`src/rtl/otter_cu_fsm.sv`:
```
// Multicycle OTTER RV32I control FSM: sequences fetch, execute, load writeback and interrupt entry.
// Latency: non-load MEM_LAT+1 cycles, load 2*MEM_LAT+1 cycles, interrupt entry +1 cycle.
// Backpressure: none; memories are assumed to return data a fixed MEM_LAT cycles after the read enable.
module otter_cu_fsm #(
    parameter int MEM_LAT = 1,      // memory read latency, 1..4, shared by fetch and data ports
    parameter bit INTR_EN = 1'b1    // 0 removes interrupt entry entirely
) (
    input  logic       CLK,
    input  logic       RST,
    input  logic       INTR,
    input  logic       mie,
    input  logic [6:0] ir6to0,
    input  logic [2:0] ir14to12,
    output logic       PC_WE,
    output logic       RF_WE,
    output logic       memRDEN1,
    output logic       memRDEN2,
    output logic       memWE2,
    output logic       csr_WE,
    output logic       int_taken,
    output logic       mret_exec,
    output logic       illegal,
    output logic       rst_out,
    output logic [2:0] state
);

    // State encodings are fixed so the debug port stays compatible with existing tooling.
    localparam logic [2:0] ST_INIT  = 3'd0;
    localparam logic [2:0] ST_FETCH = 3'd1;
    localparam logic [2:0] ST_EXEC  = 3'd2;
    localparam logic [2:0] ST_WB    = 3'd3;
    localparam logic [2:0] ST_INTR  = 3'd4;

    localparam logic [6:0] OP_LOAD   = 7'b0000011;
    localparam logic [6:0] OP_STORE  = 7'b0100011;
    localparam logic [6:0] OP_BRANCH = 7'b1100011;
    localparam logic [6:0] OP_JAL    = 7'b1101111;
    localparam logic [6:0] OP_JALR   = 7'b1100111;
    localparam logic [6:0] OP_OP     = 7'b0110011;
    localparam logic [6:0] OP_IMM    = 7'b0010011;
    localparam logic [6:0] OP_LUI    = 7'b0110111;
    localparam logic [6:0] OP_AUIPC  = 7'b0010111;
    localparam logic [6:0] OP_SYSTEM = 7'b1110011;

    localparam logic [2:0] F3_MRET  = 3'b000;
    localparam logic [2:0] F3_CSRRW = 3'b001;

    // Wait counter only needs to reach MEM_LAT-1; one extra code keeps MEM_LAT=1 at a legal width.
    localparam int            CW       = $clog2(MEM_LAT + 1);
    localparam logic [CW-1:0] CNT_ONE  = CW'(1);
    localparam logic [CW-1:0] CNT_LAST = CW'(MEM_LAT - 1);

    logic [2:0]    cur_st;
    logic [2:0]    nxt_st;
    logic [CW-1:0] cnt;
    logic          done;
    logic          take_int;

    assign done     = (cnt == CNT_LAST);
    // Interrupts are only considered on the last cycle of an instruction, where this is consulted.
    assign take_int = INTR_EN && INTR && mie;
    assign state    = cur_st;

    // State register and wait counter; the counter restarts on every state change.
    always_ff @(posedge CLK or posedge RST) begin
        if (RST) begin
            cur_st <= ST_INIT;
            cnt    <= '0;
        end else begin
            cur_st <= nxt_st;
            if (nxt_st != cur_st) begin
                cnt <= '0;
            end else if ((cur_st == ST_FETCH) || (cur_st == ST_WB)) begin
                cnt <= cnt + CNT_ONE;
            end
        end
    end

    // Next-state selection and Moore/decoder outputs from state, counter and the stable IR.
    always_comb begin
        nxt_st    = cur_st;
        PC_WE     = 1'b0;
        RF_WE     = 1'b0;
        memRDEN1  = 1'b0;
        memRDEN2  = 1'b0;
        memWE2    = 1'b0;
        csr_WE    = 1'b0;
        int_taken = 1'b0;
        mret_exec = 1'b0;
        illegal   = 1'b0;
        rst_out   = 1'b0;
        case (cur_st)
            ST_INIT: begin
                rst_out = 1'b1;
                nxt_st  = ST_FETCH;
            end
            ST_FETCH: begin
                memRDEN1 = 1'b1;
                if (done) begin
                    nxt_st = ST_EXEC;
                end
            end
            ST_EXEC: begin
                // Every non-load retires here, so PC advances now; loads defer it to WB.
                PC_WE  = 1'b1;
                nxt_st = take_int ? ST_INTR : ST_FETCH;
                case (ir6to0)
                    OP_LOAD: begin
                        PC_WE    = 1'b0;
                        memRDEN2 = 1'b1;
                        nxt_st   = ST_WB;
                    end
                    OP_STORE: begin
                        memWE2 = 1'b1;
                    end
                    OP_BRANCH, OP_JAL: begin
                    end
                    OP_JALR, OP_OP, OP_IMM, OP_LUI, OP_AUIPC: begin
                        RF_WE = 1'b1;
                    end
                    OP_SYSTEM: begin
                        if (ir14to12 == F3_CSRRW) begin
                            RF_WE  = 1'b1;
                            csr_WE = 1'b1;
                        end else if (ir14to12 == F3_MRET) begin
                            mret_exec = 1'b1;
                        end else begin
                            illegal = 1'b1;
                        end
                    end
                    default: begin
                        // Unknown opcode: flag it and step over it.
                        illegal = 1'b1;
                    end
                endcase
            end
            ST_WB: begin
                memRDEN2 = 1'b1;
                if (done) begin
                    RF_WE  = 1'b1;
                    PC_WE  = 1'b1;
                    nxt_st = take_int ? ST_INTR : ST_FETCH;
                end
            end
            ST_INTR: begin
                int_taken = 1'b1;
                PC_WE     = 1'b1;
                nxt_st    = ST_FETCH;
            end
            default: begin
                // Unused encodings recover through INIT.
                nxt_st = ST_INIT;
            end
        endcase
    end

endmodule

```
`config.mk`:
```
export PLATFORM = sky130hd
export DESIGN_NAME = otter_cu_fsm
export DESIGN_NICKNAME = d
export VERILOG_FILES = /design/src/rtl/otter_cu_fsm.sv
export SDC_FILE = /design/constraint.sdc
export NUM_CORES = 1
export LEC_CHECK = 0
export ABC_AREA = 1
export CORE_MARGIN = 2
export CORE_UTILIZATION = 33
export CTS_BUF_LIST = sky130_fd_sc_hd__clkbuf_2 sky130_fd_sc_hd__clkbuf_4 sky130_fd_sc_hd__clkbuf_8
export CTS_CLUSTER_SIZE = 8
export DETAILED_ROUTE_END_ITERATION = 8
export PLACE_DENSITY = 0.76
export SYNTH_ARGS = -nofsm -noshare
export SYNTH_HDL_FRONTEND = slang
export SYNTH_SLANG_ARGS = --single-unit
```
`constraint.sdc`:
```
create_clock -name CLK -period 1.05 [get_ports CLK]
set_input_delay 0.21 -clock CLK [delete_from_list [all_inputs] [get_ports CLK]]
set_output_delay 0.21 -clock CLK [all_outputs]
set_load 0.01 [all_outputs]
```
==> results by group <==
Status
  – Status: finished with violations
  – Failing checks: setup timing

CTS
  – Clk buf depth: 2
  – H-Tree Level Count: 1
  – TritonCTS buffer count: 3
  – CTS tree: built
  – Clock latency on the worst-skew pair: 0.23 ns
  – Master cell of the clock root buffer: clkbuf_4
  – CTS clock-pin slew for the worst setup and hold paths: 0.04 ns
  – Clk sinks: 4

Global route
  – Initial antenna violation count: 0
  – Vias in the first global route: 573
  – Largest net degree at the start of global routing: 8
  – Total track usage: 20.8%
  – Congestion Overflow GR: 0
  – First-pass GRT wire length: 2250 um

Setup path
  – FF-to-FF Start: state[2]
  – RR Endpoint: state[1]
  – CP Launch Type: flop
  – CP endpoint kind: output port
  – Crit path required time: 0.84 ns
  – WS Path Type: flop to output port
  – Crit path DAT: 1.37 ns
  – Worst R2R Setup Slack: -0.16 ns
  – Crit path max fanout: 7
  – Worst reg-to-reg path cell count: 9

STA
  – Skew final: 0.00389 ns
  – TNS Setup: -5.00 ns
  – Final hold vios: 0
  – Final worst path period need: 1.58 ns
  – RSZ-0062 raised after global routing: true
  – Setup violators final: 16
  – Final period utilization: 150%
  – Setup ws final: -0.527 ns
  – Achievable Freq: 634 MHz
  – Slew Viols, Final: 0

Job
  – Max cap viols: 0

Placement
  – GP Congestion: 0.854
  – Dpl ws: -0.978 ns
  – Placed cell area: 785 um2
  – Port Buffer Count: 26
  – DP HPWL: 1020 um

Route
  – Initial DRC Count: 3
  – DRT Pass-1 Iters: 4
  – Wire per inst: 12.0 um
  – Via count: 652
  – Routed WL: 1670 um
  – Antenna Violating Nets Remaining: 0
  – Drt via density: 4.66
  – DRC: 0

Floorplanning
  – Die area: 1600 um2
  – Die Y: 40.1 um
  – Initial Util: 37.1%
  – Die Wd: 40.1 um
  – Number of cell rows: 12
  – I/O pins: 27
  – Core Footprint: 1160 um2

Power
  – VDD IR-drop max: 1.70 mV
  – Lkg Pwr: 0.531 nW
  – Pwr per Cell Area: 1850 nW/um2

Finish
  – Sequential Area: 101 um2
  – Synth-to-layout area growth: 123%
  – Nets: 142
  – Ant. Diodes: 0
  – Share of cells above drive strength 1: 54.8%
  – Post-route cell area: 957 um2
  – Footprint of the multi-input gates: 357 um2
  – Final Util: 82.8%
  – Fillers: 69

Yosys
  – Warnings from Yosys: 0
  – Post-synthesis cell area: 429 um2
  – Syn_nets: 88
  – Leading area contributor after synthesis: dfrtp_1
  – Synthesized area per cell: 5.80 um2
  – Count of cell types in the netlist: 17
  – Seq cells post-synth: 4
  – Post-Syn Instances: 74
  – Top post-synthesis cells by area: dfrtp_1 23%, nand2_1 14%, nor2_1 12%
  – Seq/Total Area, Yosys: 23.3%
  – Area share of the largest cell type after synthesis: 23.3%

Worst hold path
  – Hold Path Class: input pin to async pin
-- synth_stat cells --
library cell	n
o21bai_1	1
nor2_4	1
nand2_2	3
conb_1	1
nand3b_1	1
nand4_2	1
a21oi_1	1
nand3_1	10
nand4_1	2
o21ai_0	2
inv_1	13
nor2_2	2
dfrtp_1	4
nor3b_2	1
nor2_1	14
nand2_1	16
inv_2	1
-- registers in the layout, summed over array words and instances (netlist names) --
register	flops
cnt	1
state	3
-- power by group --
| group | leakage, nW | switching [mW] | internal, mW |
|---|---|---|---|
| Clock | 0.0138 | 0.0527 | 0.127 |
| Sequential | 0.0485 | 0.0756 | 0.204 |
| Combinational | 0.469 | 0.610 | 0.703 |
| Total | 0.531 | 0.739 | 1.03 |
-- stage by stage --
step	std cells	hold slack (ns)	power, mW
after floorplan	74	-0.0239	0.634
after global placement	123	0.395	1.12
after detailed placement	123	0.396	1.13
after CTS	137	0.153	1.53
after global routing	140	0.159	1.89
final	140	0.156	1.77
-- worst max-delay path by stage --
stage	slack, ns	start	to
4_1_cts	-0.51	state[2]	RF_WE
2_1_floorplan	-0.17	state[2]	memRDEN2
5_1_grt	-0.60	state[2]	RF_WE
3_5_place_dp	-0.98	ir6to0[1]	mret_exec
6_report	-0.53	state[2]	RF_WE
3_3_place_gp	-0.93	ir6to0[6]	illegal
-- final cells by class --
type | count | area share, %
Multi-Input combinational cell | 56 | 37.3
Tap cell | 14 | 1.83
Timing Repair Buffer | 49 | 42.5
Inverter | 14 | 5.49
Clock buffer | 3 | 2.35
Sequential cell | 4 | 10.6
-- logic make-up (layout without fill, tap and decap cells) --
family                 after synthesis  in the layout  synth area share [%]
and+or+nand+nor                     51             51                  58.3
buffers and inverters               14             66                  12.2
other                                1              1                 0.874
DFF                                  4              4                  23.3
AOI/OAI and AO/OA                    4              4                  5.25
-- routing by layer --
metal  track usage, %  routed length (um)  vias to the layer above
met5                0                   0                        -
met2             37.5                 816                       22
met4             5.17                  45                        0
met3             1.67                  96                        4
li1                 -                   -                      333
met1             26.3                 714                      293
-- cell usage in the layout (no fill, tap or decap) --
cell type / n
buf_4: 17
nor2_4: 3
nor3b_2: 1
clkbuf_4: 3
o21bai_1: 1
nand3_2: 5
nand4_2: 1
o21ai_2: 1
conb_1: 1
dfrtp_1: 3
nand4_1: 2
o21ai_1: 1
nand3b_1: 1
a21oi_2: 1
inv_2: 5
buf_6: 10
buf_2: 9
clkdlybuf4s50_1: 6
inv_1: 9
nand2_2: 4
nand2_1: 12
dfrtp_2: 1
nand3_1: 5
nor2_1: 9
nand2_4: 3
dlygate4sd2_1: 7
nor2_2: 5
-- worst max-delay path, stage by stage, from the launching register on --
cell and delay (ns):
dfrtp_1 0.37, inv_2 0.08, nand2_4 0.06, nor2_4 0.16, nand4_1 0.15, buf_4 0.16
nand3_2 0.07, buf_6 0.10
-- timing repair --
action                                  CTS  global route
hold buffers                              0             0
resized for setup                        81            13
setup buffers                            12             4
pin swaps                                10             4
endpoints found under the setup margin   16            16
Note: power is estimated with default switching activity, not from simulation.
